===== src/rtl/cpu_controller_if.sv =====
// Control bus between the instruction sequencer and the CPU datapath.
// master = sequencer (drives strobes), slave = datapath (drives opcode/zero).
interface cpu_controller_if;
  logic [2:0] opcode;
  logic       zero;
  logic [2:0] phase;
  logic       sel;
  logic       rd;
  logic       ld_ir;
  logic       inc_pc;
  logic       ld_pc;
  logic       ld_ac;
  logic       wr;
  logic       data_e;
  logic       halt;

  modport master (
    input  opcode, zero,
    output phase, sel, rd, ld_ir, inc_pc, ld_pc, ld_ac, wr, data_e, halt
  );

  modport slave (
    output opcode, zero,
    input  phase, sel, rd, ld_ir, inc_pc, ld_pc, ld_ac, wr, data_e, halt
  );
endinterface


===== src/rtl/cpu_controller.sv =====
// Eight-phase instruction sequencer for the 8-bit accumulator CPU.
// Phase counter plus a sticky halted flag; all strobes are a
// combinational decode of phase/opcode/zero/halted.
module cpu_controller #(
  parameter logic [2:0] OP_HLT = 3'b000,
  parameter logic [2:0] OP_SKZ = 3'b001,
  parameter logic [2:0] OP_ADD = 3'b010,
  parameter logic [2:0] OP_AND = 3'b011,
  parameter logic [2:0] OP_XOR = 3'b100,
  parameter logic [2:0] OP_LDA = 3'b101,
  parameter logic [2:0] OP_STO = 3'b110,
  parameter logic [2:0] OP_JMP = 3'b111
) (
  input  logic             clk,
  input  logic             rst_n,
  cpu_controller_if.master bus
);

  typedef enum logic [2:0] {
    INST_ADDR  = 3'd0,
    INST_FETCH = 3'd1,
    INST_LOAD  = 3'd2,
    IDLE       = 3'd3,
    OP_ADDR    = 3'd4,
    OP_FETCH   = 3'd5,
    ALU_OP     = 3'd6,
    STORE      = 3'd7
  } phase_t;

  phase_t state, state_nxt;
  logic   halted, halted_nxt;

  // Opcode class flags; anything unmatched (incl. X) decodes to no-op.
  logic is_hlt, is_skz, is_sto, is_jmp, is_alu;

  // Classify the IR opcode
  always_comb begin
    is_hlt = 1'b0;
    is_skz = 1'b0;
    is_sto = 1'b0;
    is_jmp = 1'b0;
    is_alu = 1'b0;
    case (bus.opcode)
      OP_HLT:                         is_hlt = 1'b1;
      OP_SKZ:                         is_skz = 1'b1;
      OP_ADD, OP_AND, OP_XOR, OP_LDA: is_alu = 1'b1;
      OP_STO:                         is_sto = 1'b1;
      OP_JMP:                         is_jmp = 1'b1;
      default: ;
    endcase
  end

  // Phase and halted registers; reset overrides halt
  always_ff @(posedge clk) begin
    if (!rst_n) begin
      state  <= INST_ADDR;
      halted <= 1'b0;
    end else begin
      state  <= state_nxt;
      halted <= halted_nxt;
    end
  end

  // Next phase and strobe decode
  always_comb begin
    state_nxt  = phase_t'(state + 3'd1);
    halted_nxt = halted;
    bus.sel    = 1'b0;
    bus.rd     = 1'b0;
    bus.ld_ir  = 1'b0;
    bus.inc_pc = 1'b0;
    bus.ld_pc  = 1'b0;
    bus.ld_ac  = 1'b0;
    bus.wr     = 1'b0;
    bus.data_e = 1'b0;
    bus.halt   = 1'b0;
    if (halted) begin
      // Frozen until reset: only halt is visible.
      state_nxt = state;
      bus.halt  = 1'b1;
    end else begin
      case (state)
        INST_ADDR:  bus.sel = 1'b1;
        INST_FETCH: begin
          bus.sel = 1'b1;
          bus.rd  = 1'b1;
        end
        INST_LOAD, IDLE: begin
          bus.sel   = 1'b1;
          bus.rd    = 1'b1;
          bus.ld_ir = 1'b1;
        end
        OP_ADDR: begin
          bus.inc_pc = 1'b1;
          bus.halt   = is_hlt;
          // Halting lands on OP_FETCH, which is also the normal successor.
          halted_nxt = is_hlt;
        end
        OP_FETCH: bus.rd = is_alu;
        ALU_OP: begin
          bus.rd     = is_alu;
          bus.inc_pc = is_skz & (bus.zero == 1'b1);
          bus.ld_pc  = is_jmp;
          bus.data_e = is_sto;
        end
        STORE: begin
          bus.rd     = is_alu;
          bus.ld_ac  = is_alu;
          bus.inc_pc = is_jmp;
          bus.ld_pc  = is_jmp;
          bus.wr     = is_sto;
          bus.data_e = is_sto;
        end
        default: ;
      endcase
    end
  end

  assign bus.phase = state;

endmodule


===== src/flat_wrapper.sv =====
// flat-port wrapper written by rule: the top's interface ports become plain ports
module cpu_controller_flat 
#(
  parameter logic [2:0] OP_HLT = 3'b000,
  parameter logic [2:0] OP_SKZ = 3'b001,
  parameter logic [2:0] OP_ADD = 3'b010,
  parameter logic [2:0] OP_AND = 3'b011,
  parameter logic [2:0] OP_XOR = 3'b100,
  parameter logic [2:0] OP_LDA = 3'b101,
  parameter logic [2:0] OP_STO = 3'b110,
  parameter logic [2:0] OP_JMP = 3'b111
)
  (clk, rst_n, bus_opcode, bus_zero, bus_phase, bus_sel, bus_rd, bus_ld_ir, bus_inc_pc, bus_ld_pc, bus_ld_ac, bus_wr, bus_data_e, bus_halt);
  cpu_controller_if bus_i ();
  input  logic clk;
  input  logic rst_n;
  input wire logic [$bits(bus_i.opcode)-1:0] bus_opcode;
  input wire logic [$bits(bus_i.zero)-1:0] bus_zero;
  output wire logic [$bits(bus_i.phase)-1:0] bus_phase;
  output wire logic [$bits(bus_i.sel)-1:0] bus_sel;
  output wire logic [$bits(bus_i.rd)-1:0] bus_rd;
  output wire logic [$bits(bus_i.ld_ir)-1:0] bus_ld_ir;
  output wire logic [$bits(bus_i.inc_pc)-1:0] bus_inc_pc;
  output wire logic [$bits(bus_i.ld_pc)-1:0] bus_ld_pc;
  output wire logic [$bits(bus_i.ld_ac)-1:0] bus_ld_ac;
  output wire logic [$bits(bus_i.wr)-1:0] bus_wr;
  output wire logic [$bits(bus_i.data_e)-1:0] bus_data_e;
  output wire logic [$bits(bus_i.halt)-1:0] bus_halt;
  assign bus_i.opcode = bus_opcode;
  assign bus_i.zero = bus_zero;
  assign bus_phase = bus_i.phase;
  assign bus_sel = bus_i.sel;
  assign bus_rd = bus_i.rd;
  assign bus_ld_ir = bus_i.ld_ir;
  assign bus_inc_pc = bus_i.inc_pc;
  assign bus_ld_pc = bus_i.ld_pc;
  assign bus_ld_ac = bus_i.ld_ac;
  assign bus_wr = bus_i.wr;
  assign bus_data_e = bus_i.data_e;
  assign bus_halt = bus_i.halt;
  cpu_controller #(.OP_HLT(OP_HLT), .OP_SKZ(OP_SKZ), .OP_ADD(OP_ADD), .OP_AND(OP_AND), .OP_XOR(OP_XOR), .OP_LDA(OP_LDA), .OP_STO(OP_STO), .OP_JMP(OP_JMP)) u_core (.clk(clk), .rst_n(rst_n), .bus(bus_i));
endmodule

===== config.mk =====
export PLATFORM = sky130hd
export DESIGN_NAME = cpu_controller_flat
export DESIGN_NICKNAME = d
export VERILOG_FILES = /design/src/rtl/cpu_controller_if.sv /design/src/rtl/cpu_controller.sv /design/src/flat_wrapper.sv
export SDC_FILE = /design/constraint.sdc
export NUM_CORES = 1
export LEC_CHECK = 0
export CAP_MARGIN = 20
export CELL_PAD_IN_SITES_DETAIL_PLACEMENT = 0
export CELL_PAD_IN_SITES_GLOBAL_PLACEMENT = 1
export CORE_MARGIN = 2
export CORE_UTILIZATION = 25
export DETAILED_ROUTE_END_ITERATION = 12
export GPL_ROUTABILITY_DRIVEN = 0
export PLACE_DENSITY_LB_ADDON = 0.1
export SLEW_MARGIN = 20
export SYNTH_ARGS = -nofsm -noshare
export SYNTH_HDL_FRONTEND = slang
export SYNTH_SLANG_ARGS = --single-unit

===== constraint.sdc =====
create_clock -name clk -period 2.1 [get_ports clk]
set_input_delay 0.63 -clock clk [delete_from_list [all_inputs] [get_ports clk]]
set_output_delay 0.63 -clock clk [all_outputs]
set_load 0.02 [all_outputs]

==> flow_metrics.py <==
metrics = {
    "timing": {
        "fmax_ghz": 0.463,
        "rsz0062_at_grt": "true",
        "max-slew-margin-rel_pct": 83.6,
        "tightest_slew_ns": 0.246,
        "hold_violations": 0,
        "fin_ws_ns": -0.0611,
        "setup_tns_ns": -0.122,
        "finalSetupViolations": 3,
        "clock_skew_ns": 0.00135,
        "slew_violations": 0,
        "period_minus_slack_ns": 2.16,
        "fin_crit_sh_pct": 103,
    },
    "floorplanning": {
        "core-area_um2": 1320,
        "die_y_um": 41.9,
        "die_width_um": 41.9,
        "initial_core_util_pct": 27.3,
        "io_pins": 18,
        "dieArea_um2": 1760,
        "rows": 13,
    },
    "critical_path": {
        "max_stage_delay_ns": 0.35,
        "rrSetupSlack_ns": 0.89,
        "worstSetupStartpointType": "flip-flop",
        "timing.rr.end": "u_core.bus.phase[2]",
        "r2r_start": "u_core.bus.phase[0]",
        "crit_required_ns": 1.47,
        "path_class": "flip-flop to output port",
        "critPathBufInv": 3,
        "cp_slowest_cell": "dfxtp_4",
        "r2r_cells": 4,
        "crit_fanout": 4,
        "worstPathCellList": "inv_2 > buf_6 > ha_4 > or3_1 > a21oi_1 > nor2_1 > buf_4",
        "worstSetupEndpointType": "output port",
        "crit_family": "simple AND/OR/NAND/NOR gates",
        "cp.arrival_ns": 1.53,
    },
    "final_layout": {
        "antenna_cells": 0,
        "fill_cells": 133,
        "final_cell_mix": "buf_4 (19), nand2_1 (4), nor2_1 (4), ha_2 (4), clkdlybuf4s50_1 (4)",
        "nets": 93,
        "multi_input_area_um2": 342,
        "drive_gt1_share_pct": 59.5,
        "regArea_um2": 87.6,
        "final_common_cell": "buf_4",
        "area_growth_syn_to_layout_pct": 104,
    },
    "clock_tree": {
        "cts_buffer_depth": 2,
        "clk_pin_slew_worst_paths_ns": 0.04,
        "tritoncts": "done",
        "htree_num_levels": 1,
        "root_buffer": "clkbuf_4",
        "clk_latency_ns": 0.23,
        "cts_buffers": 3,
        "cts_sinks": 4,
    },
    "grt": {
        "grt_util_all_layers_pct": 11.9,
        "antenna_found_initial": 0,
        "grt_pass1_wl_mm": 1.59,
        "grt_max_degree": 6,
        "grt_pass1_vias": 387,
        "gr-total-overflow": 0,
    },
    "placed_design": {
        "port-buffer-count": 17,
        "place_ws_ns": -0.887,
        "dp_hpwl_um": 775,
    },
    "job": {
        "drv_cap": 0,
    },
    "detailed_routing": {
        "dr.pass1.iters": 1,
        "postRouteWirelength_um": 959,
        "viasPerCell": 4.56,
        "remaining_drc_errors": 0,
        "routedWlPerCell_um": 10.2,
        "num_vias": 429,
        "drt-initial-drc-count": 0,
        "ant_nets": 0,
    },
    "worst_hold_path": {
        "hold_depth": 3,
        "hold_class": "flip-flop to flip-flop",
        "min_to": "u_core.bus.phase[1]",
        "hold_start": "u_core.bus.phase[1]",
    },
    "pwr": {
        "powerDensity_nw_per_um2": 460,
        "p_leak_nw": 0.320,
        "vdd_drop_max_mv": 0.327,
    },
    "synth": {
        "synth_area_um2": 359,
        "ys_seq_area_share_pct": 22.3,
        "yosys_warnings": 0,
        "avgSynthCellArea_um2": 7.81,
        "syn-num-nets": 58,
        "yosys_register_bits": 4,
        "postSynthCellCount": 46,
        "ys_types": 22,
    },
    "status": {
        "failed_checks": "negative setup slack",
        "outcome": "finished, violations left",
    },
}
==> tightest hold or removal path: stages, from the launching register on <==
cell	delay [ns]
dfxtp_4	0.35
buf_4	0.11
mux2i_1	0.06
nor2b_1	0.09
==> cell usage after synthesis <==
master | count | area share (%)
and2_2 | 1 | 2.1
nor4_1 | 1 | 1.7
mux2i_1 | 1 | 2.8
or3_1 | 2 | 3.5
nor2b_1 | 1 | 1.7
nand4_1 | 2 | 3.5
buf_2 | 1 | 1.4
xnor2_1 | 2 | 4.9
o21ai_0 | 1 | 1.4
a31oi_1 | 1 | 1.7
o41ai_1 | 1 | 2.4
nor2_1 | 4 | 4.2
inv_1 | 4 | 4.2
nand2b_1 | 1 | 1.7
a221oi_1 | 1 | 2.4
and2_1 | 2 | 3.5
a21oi_1 | 3 | 4.2
ha_1 | 6 | 21
nand2_1 | 4 | 4.2
nor4b_1 | 1 | 2.4
nor3_1 | 2 | 2.8
dfxtp_1 | 4 | 22
==> cell type report <==
type	instances	area share [%]
inverters	4	2.05
well taps	15	2.56
clock buffers	3	3.08
flip-flops and latches	4	12.0
multi-input cells	37	46.7
repair buffers	31	33.7
==> logic make-up after synthesis <==
group                      synth area share, %
DFF                                       22.3
buffers and inverters                     5.57
adders and majority gates                 20.9
and+or+nand+nor                           31.4
AOI/OAI and AO/OA                         12.2
xor gates and xnor gates                  4.88
muxes                                     2.79
==> through the flow <==
stage / std cells / utilization [%] / instance area [um2] / hold WS [ns] / total power, mW
2_1_floorplan: 46 / - / 392 / 0.505 / 0.159
3_3_place_gp: 91 / 51.7 / 681 / 0.687 / 0.242
3_5_place_dp: 91 / 51.7 / 681 / 0.698 / 0.241
4_1_cts: 94 / 54.6 / 719 / 0.671 / 0.345
5_1_grt: 94 / 55.6 / 732 / 0.703 / 0.365
6_report: 94 / 55.6 / 732 / 0.653 / 0.337
==> registers in the layout, summed over array words and instances, names as in the netlist <==
| register | cells |
|---|---|
| u_core.bus.phase | 3 |
| u_core.halted | 1 |
==> how the worst max path moves through the flow <==
stage	from	endpoint	slack, ns	cells past startpoint
floorplan	u_core.bus.phase[0]	bus_ld_pc	-0.03	4
global placement	bus_opcode[2]	bus_rd	-0.88	5
detailed placement	bus_opcode[2]	bus_rd	-0.89	5
CTS	u_core.bus.phase[0]	bus_sel	-0.11	7
global route	u_core.bus.phase[0]	bus_sel	-0.15	7
finish	u_core.bus.phase[0]	bus_sel	-0.06	7
==> where the power goes <==
part	switching, mW	internal [mW]
logic	0.0738	0.0813
clock network	0.0284	0.0637
registers	0.00716	0.0826
==> repair_timing <==
item                       4_1_cts  5_1_grt
hold buffers                     0        0
setup endpoints to repair        9        8
buffers inserted                 0        0
resized for setup               70        8
gates cloned                     0        0
pin swaps                        8        5
==> per-layer routing <==
| layer | wire length (um) | track usage [%] | up-vias |
|---|---|---|---|
| li1 | - | - | 231 |
| met1 | 415 | 14.2 | 183 |
| met2 | 469 | 17.8 | 15 |
| met3 | 74 | 3.91 | 0 |
| met4 | 0 | 7.74 | 0 |
| met5 | 0 | 0 | - |
Note: power is estimated with default switching activity, not from simulation.
